$ cat src/rtl/module_mult_sequencer.sv
// Sequences a shared shift-add multiplier and then a double-dabble binary-to-BCD
// converter, and presents the registered product and BCD result to the display path.
module module_mult_sequencer #(
    parameter int WIDTH      = 4,
    parameter int BCD_DIGITS = 3
) (
    input  logic                    clk_i,
    input  logic                    rst_i,
    input  logic                    start_i,
    input  logic                    abort_i,
    input  logic [WIDTH-1:0]        op_a_i,
    input  logic [WIDTH-1:0]        op_b_i,
    output logic                    busy_o,
    output logic                    done_o,
    output logic                    result_valid_o,
    output logic [2*WIDTH-1:0]      product_o,
    output logic [4*BCD_DIGITS-1:0] result_bcd_o,
    output logic [1:0]              state_dbg_o
);

    localparam int PW = 2 * WIDTH;
    localparam int BW = 4 * BCD_DIGITS;
    localparam int CW = $clog2(2 * WIDTH);
    localparam logic [CW-1:0] LAST_MULT = CW'(WIDTH - 1);
    localparam logic [CW-1:0] LAST_CONV = CW'(2 * WIDTH - 1);

    typedef enum logic [1:0] {
        IDLE = 2'd0,
        MULT = 2'd1,
        CONV = 2'd2,
        DONE = 2'd3
    } state_t;

    state_t          state_q, state_d;
    logic            startPrev_q;
    logic [WIDTH-1:0] opA_q, opA_d;
    logic [WIDTH-1:0] opB_q, opB_d;
    logic [PW-1:0]   acc_q, acc_d;
    logic [PW-1:0]   binSh_q, binSh_d;
    logic [BW-1:0]   bcd_q, bcd_d;
    logic [CW-1:0]   cnt_q, cnt_d;
    logic [PW-1:0]   product_q, product_d;
    logic [BW-1:0]   resultBcd_q, resultBcd_d;
    logic            resultValid_q, resultValid_d;

    logic            startEdge;
    logic            mulBit;
    logic [PW-1:0]   partial;
    logic [PW-1:0]   accSum;
    logic [BW-1:0]   bcdAdj;
    logic [BW+PW-1:0] convShift;

    assign startEdge = start_i & ~startPrev_q;
    assign mulBit    = |(opB_q & (WIDTH'(1) << cnt_q));
    assign partial   = mulBit ? ({{WIDTH{1'b0}}, opA_q} << cnt_q) : '0;
    assign accSum    = acc_q + partial;
    assign convShift = {bcdAdj, binSh_q} << 1;

    always_comb begin
        bcdAdj = bcd_q;
        for (int d = 0; d < BCD_DIGITS; d++) begin
            if (bcd_q[4*d +: 4] >= 4'd5) begin
                bcdAdj[4*d +: 4] = bcd_q[4*d +: 4] + 4'd3;
            end
        end
    end

    always_ff @(posedge clk_i or posedge rst_i) begin
        if (rst_i) begin
            state_q <= IDLE;
        end else begin
            state_q <= state_d;
        end
    end

    always_comb begin
        state_d = state_q;
        case (state_q)
            IDLE: if (startEdge && !abort_i) state_d = MULT;
            MULT: begin
                if (abort_i)                 state_d = IDLE;
                else if (cnt_q == LAST_MULT) state_d = CONV;
            end
            CONV: begin
                if (abort_i)                 state_d = IDLE;
                else if (cnt_q == LAST_CONV) state_d = DONE;
            end
            DONE:    state_d = IDLE;
            default: state_d = IDLE;
        endcase
    end

    always_comb begin
        busy_o      = (state_q == MULT) || (state_q == CONV);
        done_o      = (state_q == DONE);
        state_dbg_o = state_q;
    end

    // The accumulator keeps the finished product; binSh is a separate copy consumed by the shifts.
    always_comb begin
        opA_d         = opA_q;
        opB_d         = opB_q;
        acc_d         = acc_q;
        binSh_d       = binSh_q;
        bcd_d         = bcd_q;
        cnt_d         = cnt_q;
        product_d     = product_q;
        resultBcd_d   = resultBcd_q;
        resultValid_d = resultValid_q;
        case (state_q)
            IDLE: begin
                if (startEdge && !abort_i) begin
                    opA_d         = op_a_i;
                    opB_d         = op_b_i;
                    acc_d         = '0;
                    cnt_d         = '0;
                    resultValid_d = 1'b0;
                end
            end
            MULT: begin
                if (!abort_i) begin
                    acc_d = accSum;
                    if (cnt_q == LAST_MULT) begin
                        cnt_d   = '0;
                        binSh_d = accSum;
                        bcd_d   = '0;
                    end else begin
                        cnt_d = cnt_q + 1'b1;
                    end
                end
            end
            CONV: begin
                if (!abort_i) begin
                    bcd_d   = convShift[BW+PW-1:PW];
                    binSh_d = convShift[PW-1:0];
                    cnt_d   = cnt_q + 1'b1;
                    if (cnt_q == LAST_CONV) begin
                        product_d     = acc_q;
                        resultBcd_d   = convShift[BW+PW-1:PW];
                        resultValid_d = 1'b1;
                    end
                end
            end
            default: ;
        endcase
    end

    always_ff @(posedge clk_i or posedge rst_i) begin
        if (rst_i) begin
            startPrev_q   <= 1'b0;
            opA_q         <= '0;
            opB_q         <= '0;
            acc_q         <= '0;
            binSh_q       <= '0;
            bcd_q         <= '0;
            cnt_q         <= '0;
            product_q     <= '0;
            resultBcd_q   <= '0;
            resultValid_q <= 1'b0;
        end else begin
            startPrev_q   <= start_i;
            opA_q         <= opA_d;
            opB_q         <= opB_d;
            acc_q         <= acc_d;
            binSh_q       <= binSh_d;
            bcd_q         <= bcd_d;
            cnt_q         <= cnt_d;
            product_q     <= product_d;
            resultBcd_q   <= resultBcd_d;
            resultValid_q <= resultValid_d;
        end
    end

    assign product_o      = product_q;
    assign result_bcd_o   = resultBcd_q;
    assign result_valid_o = resultValid_q;

endmodule

$ cat config.mk
export PLATFORM = sky130hd
export DESIGN_NAME = module_mult_sequencer
export DESIGN_NICKNAME = d
export VERILOG_FILES = /design/src/rtl/module_mult_sequencer.sv
export SDC_FILE = /design/constraint.sdc
export NUM_CORES = 1
export LEC_CHECK = 0
export CAP_MARGIN = 40
export CORE_MARGIN = 5
export CORE_UTILIZATION = 50
export DETAILED_ROUTE_END_ITERATION = 16
export PLACE_DENSITY = 0.79
export SLEW_MARGIN = 20
export SYNTH_ARGS = -nofsm -noshare
export SYNTH_HDL_FRONTEND = slang
export SYNTH_SLANG_ARGS = --single-unit
$ cat constraint.sdc
create_clock -name clk_i -period 5.6 [get_ports clk_i]
set_clock_uncertainty 0.1 [all_clocks]
set_input_delay 0.56 -clock clk_i [delete_from_list [all_inputs] [get_ports clk_i]]
set_output_delay 0.56 -clock clk_i [all_outputs]
set_load 0.1 [all_outputs]
# --- Word level (Yosys, flattened, before mapping) ---
# Cells that the tools add are included.
op_classes:
  order_cmp: 3
  eq_ne: 12
  n_shift: 2
  reduce_logical: 16
  addsub: 5
  mux: 30
  bitwise: 4
op_table:
  columns: ["op", "count"]
  rows:
  - ["two-way mux 8 bit", 6]
  - ["two-way mux 12 bit", 3]
  - ["case mux 8 bit (2 select lines)", 2]
  - ["case mux 12 bit (2 select lines)", 1]
  - ["two-way mux 3 bit", 5]
  - [">= comparator 4 x 3 -> 1 bit (second input constant)", 3]
  - ["AND reduction 4 bit", 3]
  - ["two-way mux 2 bit", 5]
  - ["!= test 2 bit (second input constant)", 5]
  - ["case mux 3 bit (3 select lines)", 1]
  - ["AND reduction 3 bit", 3]
  - ["adder 4 x 2 -> 4 bit (second input constant)", 2]
  - ["adder 8 bit", 1]
  - ["two-way mux 4 bit", 2]
  - ["case mux 2 bit (4 select lines)", 1]
  - ["<< shifter 4 x 3 -> 8 bit", 1]
  - ["!= test 3 bit (second input constant)", 2]
  - ["nonzero test 2 bit", 3]
  - ["AND 4 bit", 1]
  - ["equality test 2 bit (second input constant)", 2]
  - ["OR reduction 4 bit", 1]
  - ["<< shifter 1 x 3 -> 4 bit (first input constant)", 1]
  - ["adder 3 x 1 -> 3 bit (second input constant)", 1]
  - ["adder 3 x 2 -> 3 bit (second input constant)", 1]
  - ["13 further kinds", 16]
totals:
  regBits: 63
  elab_cells: 83
  inputBits: 12

# --- Depth between registers and ports, before layout ---
# Gate-level depths: netlist of run 1.
logic_depth:
  ltp_word: 8
  mapped_depth: 14
  mapped_depth_nobuf: 13

# --- Least setup slack after synthesis of run 1 ---
# OpenSTA, ideal clock, no wires.
synth_path:
  path_type: "flip-flop to flip-flop"
  startpoint: "register cnt_q[1]"
  endpoint: "register acc_q[6]"
  t_required_ns: 5.379
  setup_time_ns: 0.121
  stages_incl_launch_ff: 15
  arrival_time_ns: 2.950
  setup_slack_ns: 2.429
  path_buffers: 1
  period_less_slack_ns: 3.171
  cell_sequence: "dfrtp_1 > clkbuf_1 > inv_1 > ha_1 > a222oi_1 > nand2_1 > nand2_1 > nor2_1 > ha_1 > fa_1 > a211oi_1 > o21bai_1 > a21oi_1 > xnor2_1 > a22o_1"
synth_between:
  elab_chain_len: 7
  word_cells_on_any_way: 8
  classes_between: "add/sub (1); shift (2); mux (3); bitwise (1); reduce/logical (1)"
synth_rtl:
  columns: ["item", "line_no", "text"]
  rows:
  - ["start, declared", "41", "logic [CW-1:0] cnt_q, cnt_d;"]
  - ["start signal, assigned", "167", "cnt_q <= cnt_d;"]
  - ["<< shifter 1 x 3 -> 4 bit", "54", "assign mulBit = |(opB_q & (WIDTH'(1) << cnt_q));"]
  - ["AND 4 bit", "54", null]
  - ["OR reduction 4 bit", "54", null]
  - ["two-way mux 8 bit *", "55", "assign partial = mulBit ? ({{WIDTH{1'b0}}, opA_q} << cnt_q) : '0;"]
  - ["adder 8 bit *", "56", "assign accSum = acc_q + partial;"]
  - ["two-way mux 8 bit *", "121", "if (!abort_i) begin"]
  - ["case mux 8 bit (2 select lines) *", "110", "case (state_q)"]
  - ["end signal, assigned", "153", "acc_q <= '0;"]
  - ["end signal, assigned", "164", "acc_q <= acc_d;"]
  - ["end, declared", "38", "logic [PW-1:0] acc_q, acc_d;"]
# Every way passes the cells marked *; elsewhere a longest branch is shown, timed or not. The select of a mux whose other input is x is not followed.
# A chain may end at the register's enable or synchronous reset.

# --- Final worst setup path of run 1 ---
layout_path:
  startpoint: "register cnt_q[0]"
  endpoint: "register acc_q[6]"
# The elaborated chain is that of the path after synthesis.

==> results of run 1 <==
[final timing paths]
check,endpoint,slack [ns],cells past startpoint
max,acc_q[6],2.08,13
min,result_bcd_o[8],0.39,2
max reg2reg,acc_q[6],2.08,13
min reg2reg,result_bcd_o[8],0.39,2
max in group asynchronous,bcd_q[3],4.45,4
min in group asynchronous,acc_q[0],0.45,3
[cell usage in the layout, fill, tap and decap left out, drive strengths merged, types with 4 or more instances in the layout]
cell	n
dfrtp	63
clkdlybuf4s50	36
buf	29
nand2	28
ha	25
o21ai	24
mux2	24
a21oi	18
inv	16
nor2	13
mux2i	13
a22o	10
nand3	10
clkbuf	10
xnor2	8
a31oi	6
nor3b	5
and3	4
clkinv	4
[kinds of logic after synthesis]
kind of cell | share of synthesized area
AOI/OAI and AO/OA | 0.1492
and+or+nand+nor | 0.1101
DFF | 0.4609
muxes | 0.1236
buffers and inverters | 0.03328
adders and majority gates | 0.09729
xor gates and xnor gates | 0.02561
[registers in the layout, summed over array words and instances (netlist names), 3 cells and up]
name,count
cnt_q,3
bcd_q,12
opA_q,4
binSh_q,8
product_o,8
acc_q,8
opB_q,4
result_bcd_o,12
[where the power goes]
part           leakage (nW)  internal, mW  switching [mW]  total, mW
Combinational          1.14         0.375           0.522      0.896
Sequential            0.833         0.574           0.121      0.694
Clock                0.0805         0.152           0.173      0.325
[metrics by stage]
stage	utilization	instances	setup WS (ns)
after global routing	0.6551	469	1.779
after detailed placement	0.6289	453	2.124
after global placement	0.5719	427	2.302
after floorplan	-	321	2.429
after CTS	0.6514	467	2.108
final	0.6551	469	2.076
[cells in the mapped netlist, types with 2 or more instances]
cell type | count | area share
sky130_fd_sc_hd__dfrtp_1 | 63 | 0.46
sky130_fd_sc_hd__nand2_1 | 28 | 0.031
sky130_fd_sc_hd__ha_1 | 25 | 0.091
sky130_fd_sc_hd__a21oi_1 | 18 | 0.026
sky130_fd_sc_hd__o21ai_1 | 15 | 0.022
sky130_fd_sc_hd__inv_1 | 14 | 0.015
sky130_fd_sc_hd__mux2_2 | 14 | 0.046
sky130_fd_sc_hd__mux2i_1 | 13 | 0.038
sky130_fd_sc_hd__nor2_1 | 13 | 0.014
sky130_fd_sc_hd__a22o_1 | 10 | 0.026
sky130_fd_sc_hd__clkbuf_1 | 10 | 0.011
sky130_fd_sc_hd__mux2_1 | 10 | 0.033
sky130_fd_sc_hd__nand3_1 | 10 | 0.015
sky130_fd_sc_hd__o21ai_0 | 9 | 0.013
sky130_fd_sc_hd__xnor2_1 | 8 | 0.020
sky130_fd_sc_hd__a31oi_1 | 6 | 0.011
sky130_fd_sc_hd__nor3b_1 | 5 | 0.011
sky130_fd_sc_hd__and3_1 | 4 | 0.0073
sky130_fd_sc_hd__a21o_1 | 3 | 0.0066
sky130_fd_sc_hd__a32o_1 | 3 | 0.0088
sky130_fd_sc_hd__nand2b_1 | 3 | 0.0055
sky130_fd_sc_hd__nor3_1 | 3 | 0.0044
sky130_fd_sc_hd__o22ai_1 | 3 | 0.0055
sky130_fd_sc_hd__o31ai_1 | 3 | 0.0066
sky130_fd_sc_hd__a211oi_1 | 2 | 0.0044
sky130_fd_sc_hd__and3b_1 | 2 | 0.0051
sky130_fd_sc_hd__inv_2 | 2 | 0.0022
sky130_fd_sc_hd__nand4_1 | 2 | 0.0037
sky130_fd_sc_hd__o211ai_1 | 2 | 0.0044
sky130_fd_sc_hd__o21a_1 | 2 | 0.0044
sky130_fd_sc_hd__or4_1 | 2 | 0.0044
sky130_fd_sc_hd__xor2_1 | 2 | 0.0051
[routing by layer]
metal  routed length, microns  GRT usage
met1                     3190     0.2390
met2                     3368     0.2773
met5                        0          0
met4                      183    0.08913
met3                      300    0.04549
[area by class of cell]
type / count / area (sq um)
fillers: 505 / 2317
repair buffers: 66 / 783.3
flip-flops and latches: 63 / 1577
clock inverters: 5 / 27.53
well taps: 80 / 100.1
clock buffers: 9 / 123.9
inverters: 16 / 60.06
multi-input cells: 230 / 1730
[critical path, cell delays in order, from the launching register on]
cell                       delay (ns)
sky130_fd_sc_hd__dfrtp_1         0.56
sky130_fd_sc_hd__inv_1           0.23
sky130_fd_sc_hd__ha_1            0.26
sky130_fd_sc_hd__a222oi_1        0.45
sky130_fd_sc_hd__nand2_1         0.12
sky130_fd_sc_hd__nand2_1         0.12
sky130_fd_sc_hd__nor2_1          0.05
sky130_fd_sc_hd__ha_1            0.21
sky130_fd_sc_hd__fa_1            0.43
sky130_fd_sc_hd__a211oi_1        0.25
sky130_fd_sc_hd__o21bai_1        0.11
sky130_fd_sc_hd__a21oi_1         0.25
sky130_fd_sc_hd__xnor2_1         0.09
sky130_fd_sc_hd__a22o_1          0.20
==> flow_metrics.tcl, run 1 <==
set metrics [dict create \
    dp.final_hpwl_microns 5204 \
    grt_antenna_before_repair 0 \
    io_buffer_count 36 \
    finalMaxSlewViolations 0 \
    postRouteWirelength_microns 7042 \
    first_iter_violations 182 \
    insertedDiodeCount 0 \
    first_global_vias 2622 \
    finalNetCount 424 \
    grt_pass1_wl_microns 12280 \
    cts_made_buffers 9 \
    drc_violations_left 0 \
    hold_path_startpoint "result_bcd_o[8]" \
    rows 30 \
    finish.instance_area_sq_um 4402 \
    synth_edf_count 0 \
    postSynthAreaPerCell_sq_um 10.66 \
    clk_latency_ns 0.36 \
    timing.hold.ws_ns 0.3858 \
    postCtsSetupBuffers 0 \
    clk_transition_reported_paths_ns 0.07 \
    layout-drive-gt1-share 0.1620 \
    synth-async-reset-ratio 1.000 \
    pin_count 37 \
    crit_start "cnt_q[0]" \
    grt_setup_unrepaired "false" \
    cts_buffer_depth 2 \
    crit_path_max_fanout 9 \
    fp.dieArea_sq_um 8596 \
    dominantRegCellSynth "sky130_fd_sc_hd__dfrtp_1" \
    placement.cell_area_sq_um 4225 \
    hold_class "reg -> reg" \
    status "finished, final reports clean" \
    post_layout_min_period_ns 3.524 \
    synth_cell_types 44 \
    cellPowerDensity_nw_per_um2 435.2 \
    setup_viol_count_final 0 \
    max_freq_mhz 283.8 \
    dr.pass1.iters 4 \
    synth-seq-cells 63 \
    vdd_ir_drop_max_v 0.0004335 \
    syn_area_sq_um 3421 \
    cts.htree.levels 3 \
    synth_nets 359 \
    worstSetupEndpointType "flop" \
    worstReg2RegStart "cnt_q[0]" \
    total_power_mw 1.916 \
    worstSetupPathType "reg -> reg" \
    critical_path_data_arrival_time_ns 3.67 \
    core_sq_um 6719 \
    synth-seq-area-share 0.4609 \
    global_route.usage.total 0.1810 \
    die_w_microns 92.72 \
    postCtsResizedCells 0 \
    drv_cap 0 \
    timing_worst_slew_pin_value_ns 0.6075 \
    largest_net_degree_at_the_start_of_global_routing 64 \
    cts.sink_count 63 \
    globalplace.congestion 0.8331 \
    timing.final.crit_share 0.6293 \
    crit_path_start_kind "flop" \
    globalRoute.totalOverflow 0 \
    timing.max_slew.rel_slack 0.5923 \
    cts.root.buffer_cell "sky130_fd_sc_hd__clkbuf_8" \
    starting_density_of_the_core 0.5091 \
    fp.dieH_microns 92.72 \
    post_drt_wl_per_cell_microns 15.01 \
    route.antenna.remaining_nets 0 \
    yosys_warnings 0 \
    p_leak_nw 2.057 \
    avgViaCountPerCell 5.719 \
    postCtsHoldBufs 0 \
    synthCells 321 \
    cp_data_required_time_ns 5.75 \
    final_hold_violating_endpoints 0 \
    tns_ns 0 \
    route.vias.total 2682 \
    cts_tree "built" \
    syn2layout_area_growth_pct 28.68 \
]
Power figures use the tool's default switching activity.
==> run 2, diff against run 1 <==
clock period = 3.4 ns   (was 5.6 ns; I/O delays follow)
==> run 2 against run 1 <==
  * Clock-buffer cell count increased by 3
  * Hold slack got worse by 0.13 ns
  * Critical endpoint unchanged
  * Highest routed layer unchanged
  * Combinational power increased by 65%
  * Global-route usage increased by 0.25 points
  * Sequential share of layout area decreased by 0.54 points
  * Cell count increased by 0.21%
  * Die area unchanged
  * Flip-flop and latch count unchanged
  * Via count decreased by 0.52%
  * Power increased by 78%
==> flow_metrics.tcl, run 2 (synthesis results as in run 1) <==
set metrics [dict create \
    finalMaxSlewViolations 0 \
    pre_cts_ws_ns 0.3025 \
    status "finished, final reports clean" \
    io_buffer_count 36 \
    postCtsSetupBuffers 0 \
    worstSetupPathType "reg -> reg" \
    grt_antenna_before_repair 0 \
    worstSetupEndpointType "flop" \
    setup_viol_count_final 0 \
    cts_tree "built" \
    die_w_microns 92.72 \
    post_drt_wl_per_cell_microns 15.91 \
    drv_cap 0 \
    globalplace.congestion 0.8283 \
    clk_latency_ns 0.34 \
    avgViaCountPerCell 5.677 \
    core_sq_um 6719 \
    postRouteWirelength_microns 7477 \
    first_iter_violations 121 \
    clk_transition_reported_paths_ns 0.07 \
    cellPowerDensity_nw_per_um2 763.1 \
    cts_made_buffers 9 \
    dp.final_hpwl_microns 5585 \
    drc_violations_left 0 \
    rows 30 \
    worstReg2RegStart "cnt_q[1]" \
    first_global_vias 2614 \
    p_leak_nw 2.095 \
    timing_worst_slew_pin_value_ns 0.6667 \
    worst-r2r-cell-count 13 \
    dr.pass1.iters 4 \
    insertedDiodeCount 0 \
    cp_data_required_time_ns 3.53 \
    hold_class "in -> async" \
    starting_density_of_the_core 0.5091 \
    cts.root.buffer_cell "sky130_fd_sc_hd__clkbuf_8" \
    setup.reg_to_reg.worst_slack_ns 0.29 \
    route.antenna.remaining_nets 0 \
    grt_setup_unrepaired "false" \
    cts_buffer_depth 2 \
    cts.sink_count 63 \
    largest_net_degree_at_the_start_of_global_routing 26 \
    grt_pass1_wl_microns 12480 \
    mostFrequentLayoutCell "sky130_fd_sc_hd__dfrtp_1" \
    finalNetCount 424 \
    max_freq_mhz 321.3 \
    pin_count 37 \
    final_hold_violating_endpoints 0 \
    globalRoute.totalOverflow 0 \
    layout-drive-gt1-share 0.1692 \
    fp.dieArea_sq_um 8596 \
    tns_ns 0 \
    critical_path_data_arrival_time_ns 3.24 \
    timing.final.crit_share 0.9153 \
    fin_ws_ns 0.2879 \
    syn2layout_area_growth_pct 30.65 \
    timing.max_slew.rel_slack 0.5525 \
    crit_start "cnt_q[1]" \
    postCtsHoldBufs 0 \
    crit_path_max_fanout 6 \
    route.vias.total 2668 \
    final_cell_mix "sky130_fd_sc_hd__dfrtp_1, sky130_fd_sc_hd__clkdlybuf4s50_1, sky130_fd_sc_hd__nand2_1, sky130_fd_sc_hd__ha_1, sky130_fd_sc_hd__buf_8" \
    fp.dieH_microns 92.72 \
    postCtsResizedCells 0 \
    crit-reg2reg-capture "acc_q[6]" \
    post_layout_min_period_ns 3.112 \
    cts.htree.levels 3 \
    vdd_ir_drop_max_v 0.0007385 \
    crit_path_start_kind "flop" \
    global_route.usage.total 0.1835 \
]
run 2: worst max-delay path by stage:
stage / to / slack (ns) / depth (start not counted)
after floorplan: acc_q[6] / 0.23 / 14
after global placement: acc_q[6] / 0.36 / 13
after detailed placement: acc_q[6] / 0.30 / 13
after CTS: acc_q[6] / 0.25 / 13
after global routing: acc_q[6] / 0.06 / 13
final: acc_q[6] / 0.29 / 13
run 2: routing by layer:
layer | part of all wire | track usage
met5 | 0 | 0
met4 | 0.015 | 0.06716
met3 | 0.030 | 0.04955
met2 | 0.50 | 0.2924
met1 | 0.46 | 0.2403
run 2: worst max-delay path, cell delays in order (launching register included):
cell and delay, ns:
sky130_fd_sc_hd__dfrtp_1 0.39, sky130_fd_sc_hd__inv_1 0.13, sky130_fd_sc_hd__ha_1 0.21, sky130_fd_sc_hd__a222oi_1 0.43
sky130_fd_sc_hd__nand2_1 0.11, sky130_fd_sc_hd__nand2_1 0.12, sky130_fd_sc_hd__nor2_1 0.05, sky130_fd_sc_hd__ha_1 0.20
sky130_fd_sc_hd__fa_1 0.43, sky130_fd_sc_hd__a211oi_1 0.23, sky130_fd_sc_hd__o21bai_1 0.12, sky130_fd_sc_hd__a21oi_2 0.21
sky130_fd_sc_hd__xnor2_1 0.09, sky130_fd_sc_hd__a22o_1 0.19
run 2: power by group:
group / total [mW] / switching, mW / leakage, nW / internal (mW)
registers: 1.13 / 0.182 / 0.833 / 0.945
logic: 1.48 / 0.884 / 1.14 / 0.597
clock network: 0.802 / 0.278 / 0.123 / 0.524
total: 3.41 / 1.34 / 2.09 / 2.07
run 2: stage by stage:
stage | cells | area (sq um) | hold slack, ns | util | power (mW)
floorplan | 321 | 3421 | 0.2714 | - | 2.222
global placement | 432 | 3875 | 0.3657 | 0.5767 | 2.507
detailed placement | 455 | 4220 | 0.3748 | 0.6281 | 2.608
CTS | 470 | 4466 | 0.2665 | 0.6646 | 3.427
global route | 470 | 4469 | 0.2939 | 0.6652 | 3.628
finish | 470 | 4469 | 0.2544 | 0.6652 | 3.411
run 2: cell type report:
class | instances | area [sq um]
clock buffer | 12 | 155.1
fill | 537 | 2250
inverter | 16 | 60.06
multi-input combinational | 230 | 1734
tap | 80 | 100.1
clock inverter | 3 | 90.09
timing repair buffer | 66 | 753.2
sequential | 63 | 1577
==> run 3, diff against run 2 <==
GPL_ROUTABILITY_DRIVEN = 0   (was not set)
==> run 3 against run 2 <==
  * Routed wire length rose by 1.5%
  * Via count fell by 1.0%
  * Hold slack improved by 0.020 ns
  * Critical path type unchanged
  * Non-clock buffer count rose by 1
  * Die area did not move
  * Critical path depth did not move
  * First-iteration DRC count rose by 16%
  * Register-to-register slack got worse by 0.17 ns
  * Core utilization rose by 0.17 points
==> flow_metrics.tcl, run 3 (synthesis results as in run 1) <==
set metrics [dict create \
    status "finished, final reports clean" \
    globalRoute.totalOverflow 0 \
    final_hold_violating_endpoints 0 \
    insertedDiodeCount 0 \
    mostFrequentLayoutCell "sky130_fd_sc_hd__dfrtp_1" \
    crit_path_max_fanout 6 \
    seq_area_sq_um 1577 \
    setup_viol_count_final 0 \
    worstSetupEndpointType "flop" \
    area_taken_by_multi_input_logic_gates_sq_um 1742 \
    timing.hold.ws_ns 0.2742 \
    largest_net_degree_at_the_start_of_global_routing 28 \
    timing_worst_slew_pin_value_ns 0.6507 \
    first_global_vias 2670 \
    core_sq_um 6719 \
    crit_path_start_kind "flop" \
    drv_cap 0 \
    vdd_ir_drop_max_v 0.0006927 \
    max_stage_delay_ns 0.49 \
    syn2layout_area_growth_pct 30.98 \
    first_iter_violations 140 \
    fin_ws_ns 0.1135 \
    avgViaCountPerCell 5.595 \
    layout-drive-gt1-share 0.1811 \
    hold_class "in -> async" \
    io_buffer_count 36 \
    critical_path_data_arrival_time_ns 3.42 \
    cts.root.buffer_cell "sky130_fd_sc_hd__clkbuf_8" \
    starting_density_of_the_core 0.5091 \
    max_freq_mhz 304.3 \
    crit_path_cells "inv_1 > ha_1 > a222oi_1 > nand2_1 > nand2_1 > nor2_1 > ha_1 > fa_1 > a211oi_2 > o21bai_1 > a21oi_2 > xnor2_1 > a22o_1" \
    cts.htree.levels 3 \
    post_drt_wl_per_cell_microns 16.08 \
    worstSetupPathType "reg -> reg" \
    global_route.usage.total 0.1892 \
    grtUsageMet3 0.05118 \
    cp_slowest_cell "sky130_fd_sc_hd__a222oi_1" \
    finalMaxSlewViolations 0 \
    rows 30 \
    timing.max_slew.rel_slack 0.5633 \
    die_w_microns 92.72 \
    cp_data_required_time_ns 3.54 \
    grt_use_met1 0.2318 \
    global_route.usage.met2 0.3172 \
    finish.utilization 0.6669 \
    pin_count 37 \
    dr.pass1.iters 4 \
    gr-max-usage-layer "met2" \
    cts_tree "built" \
    cts_made_buffers 9 \
    grt_antenna_before_repair 0 \
    pre_cts_ws_ns 0.1515 \
    clk_transition_reported_paths_ns 0.07 \
    grt_pass1_wl_microns 12720 \
    cts.sink_count 63 \
    route.antenna.remaining_nets 0 \
    clk_latency_ns 0.35 \
    post_layout_min_period_ns 3.286 \
    cts_buffer_depth 2 \
    postRouteWirelength_microns 7591 \
    n_fill_cell 492 \
    fp.dieArea_sq_um 8596 \
    drc_violations_left 0 \
    finalNetCount 425 \
    final_cell_mix "sky130_fd_sc_hd__dfrtp_1, sky130_fd_sc_hd__clkdlybuf4s50_1, sky130_fd_sc_hd__nand2_1, sky130_fd_sc_hd__ha_1, sky130_fd_sc_hd__buf_8" \
    fp.dieH_microns 92.72 \
    cellPowerDensity_nw_per_um2 762.8 \
    p_leak_nw 2.095 \
    route.vias.total 2641 \
    timing.final.crit_share 0.9666 \
    dp.final_hpwl_microns 5575 \
    total_power_mw 3.418 \
]
## run 3: final timing paths
kind                             startpoint          endpoint  slack (ns)  cells after the start
max reg2reg                        cnt_q[1]          acc_q[6]        0.11                     13
min in group clk_i         result_bcd_o[11]  result_bcd_o[11]        0.39                      2
min reg2reg                result_bcd_o[11]  result_bcd_o[11]        0.39                      2
min                                   rst_i  result_bcd_o[11]        0.27                      2
max in group asynchronous             rst_i          cnt_q[2]        2.22                      3
max                                cnt_q[1]          acc_q[6]        0.11                     13
## run 3: layout make-up
cell class	count	share of cell area
tap	80	0.02234
clock buffer	12	0.03686
sequential	63	0.3519
timing repair buffer	67	0.1698
inverter	16	0.01340
clock inverter	4	0.01703
multi-input combinational	230	0.3887
## run 3: per-layer routing
| layer | vias to the layer above | share of wire |
|---|---|---|
| met4 | 0 | 0.021 |
| met5 | - | 0 |
| met3 | 13 | 0.043 |
| met1 | 1286 | 0.41 |
| li1 | 1288 | - |
| met2 | 54 | 0.52 |
## run 3: what timing repair did
item | CTS | global route
setup endpoints to repair | 0 | 2
gates resized for setup | 0 | 3
hold buffers | 0 | 0
setup buffers | 0 | 1
## run 3: power by group
| group | internal, mW | switching [mW] | total (mW) |
|---|---|---|---|
| Sequential | 0.945 | 0.187 | 1.13 |
| Combinational | 0.610 | 0.906 | 1.52 |
| Clock | 0.474 | 0.296 | 0.770 |
## run 3: critical path: cells and delay by family, from the launching register on
kind | cells | cell delay (ns)
compound gates | 5 | 1.29
fa+ha+maj | 3 | 0.86
flops | 1 | 0.39
simple gates | 3 | 0.31
buf+inv | 1 | 0.13
xor+xnor | 1 | 0.10
## run 3: through the flow
stage	instance area, sq um	setup TNS (ns)	std cells
after detailed placement	4220	0	455
after floorplan	3421	0	321
after CTS	4462	0	471
after global placement	3875	0	432
after global routing	4481	-0.07091	472
final	4481	0	472
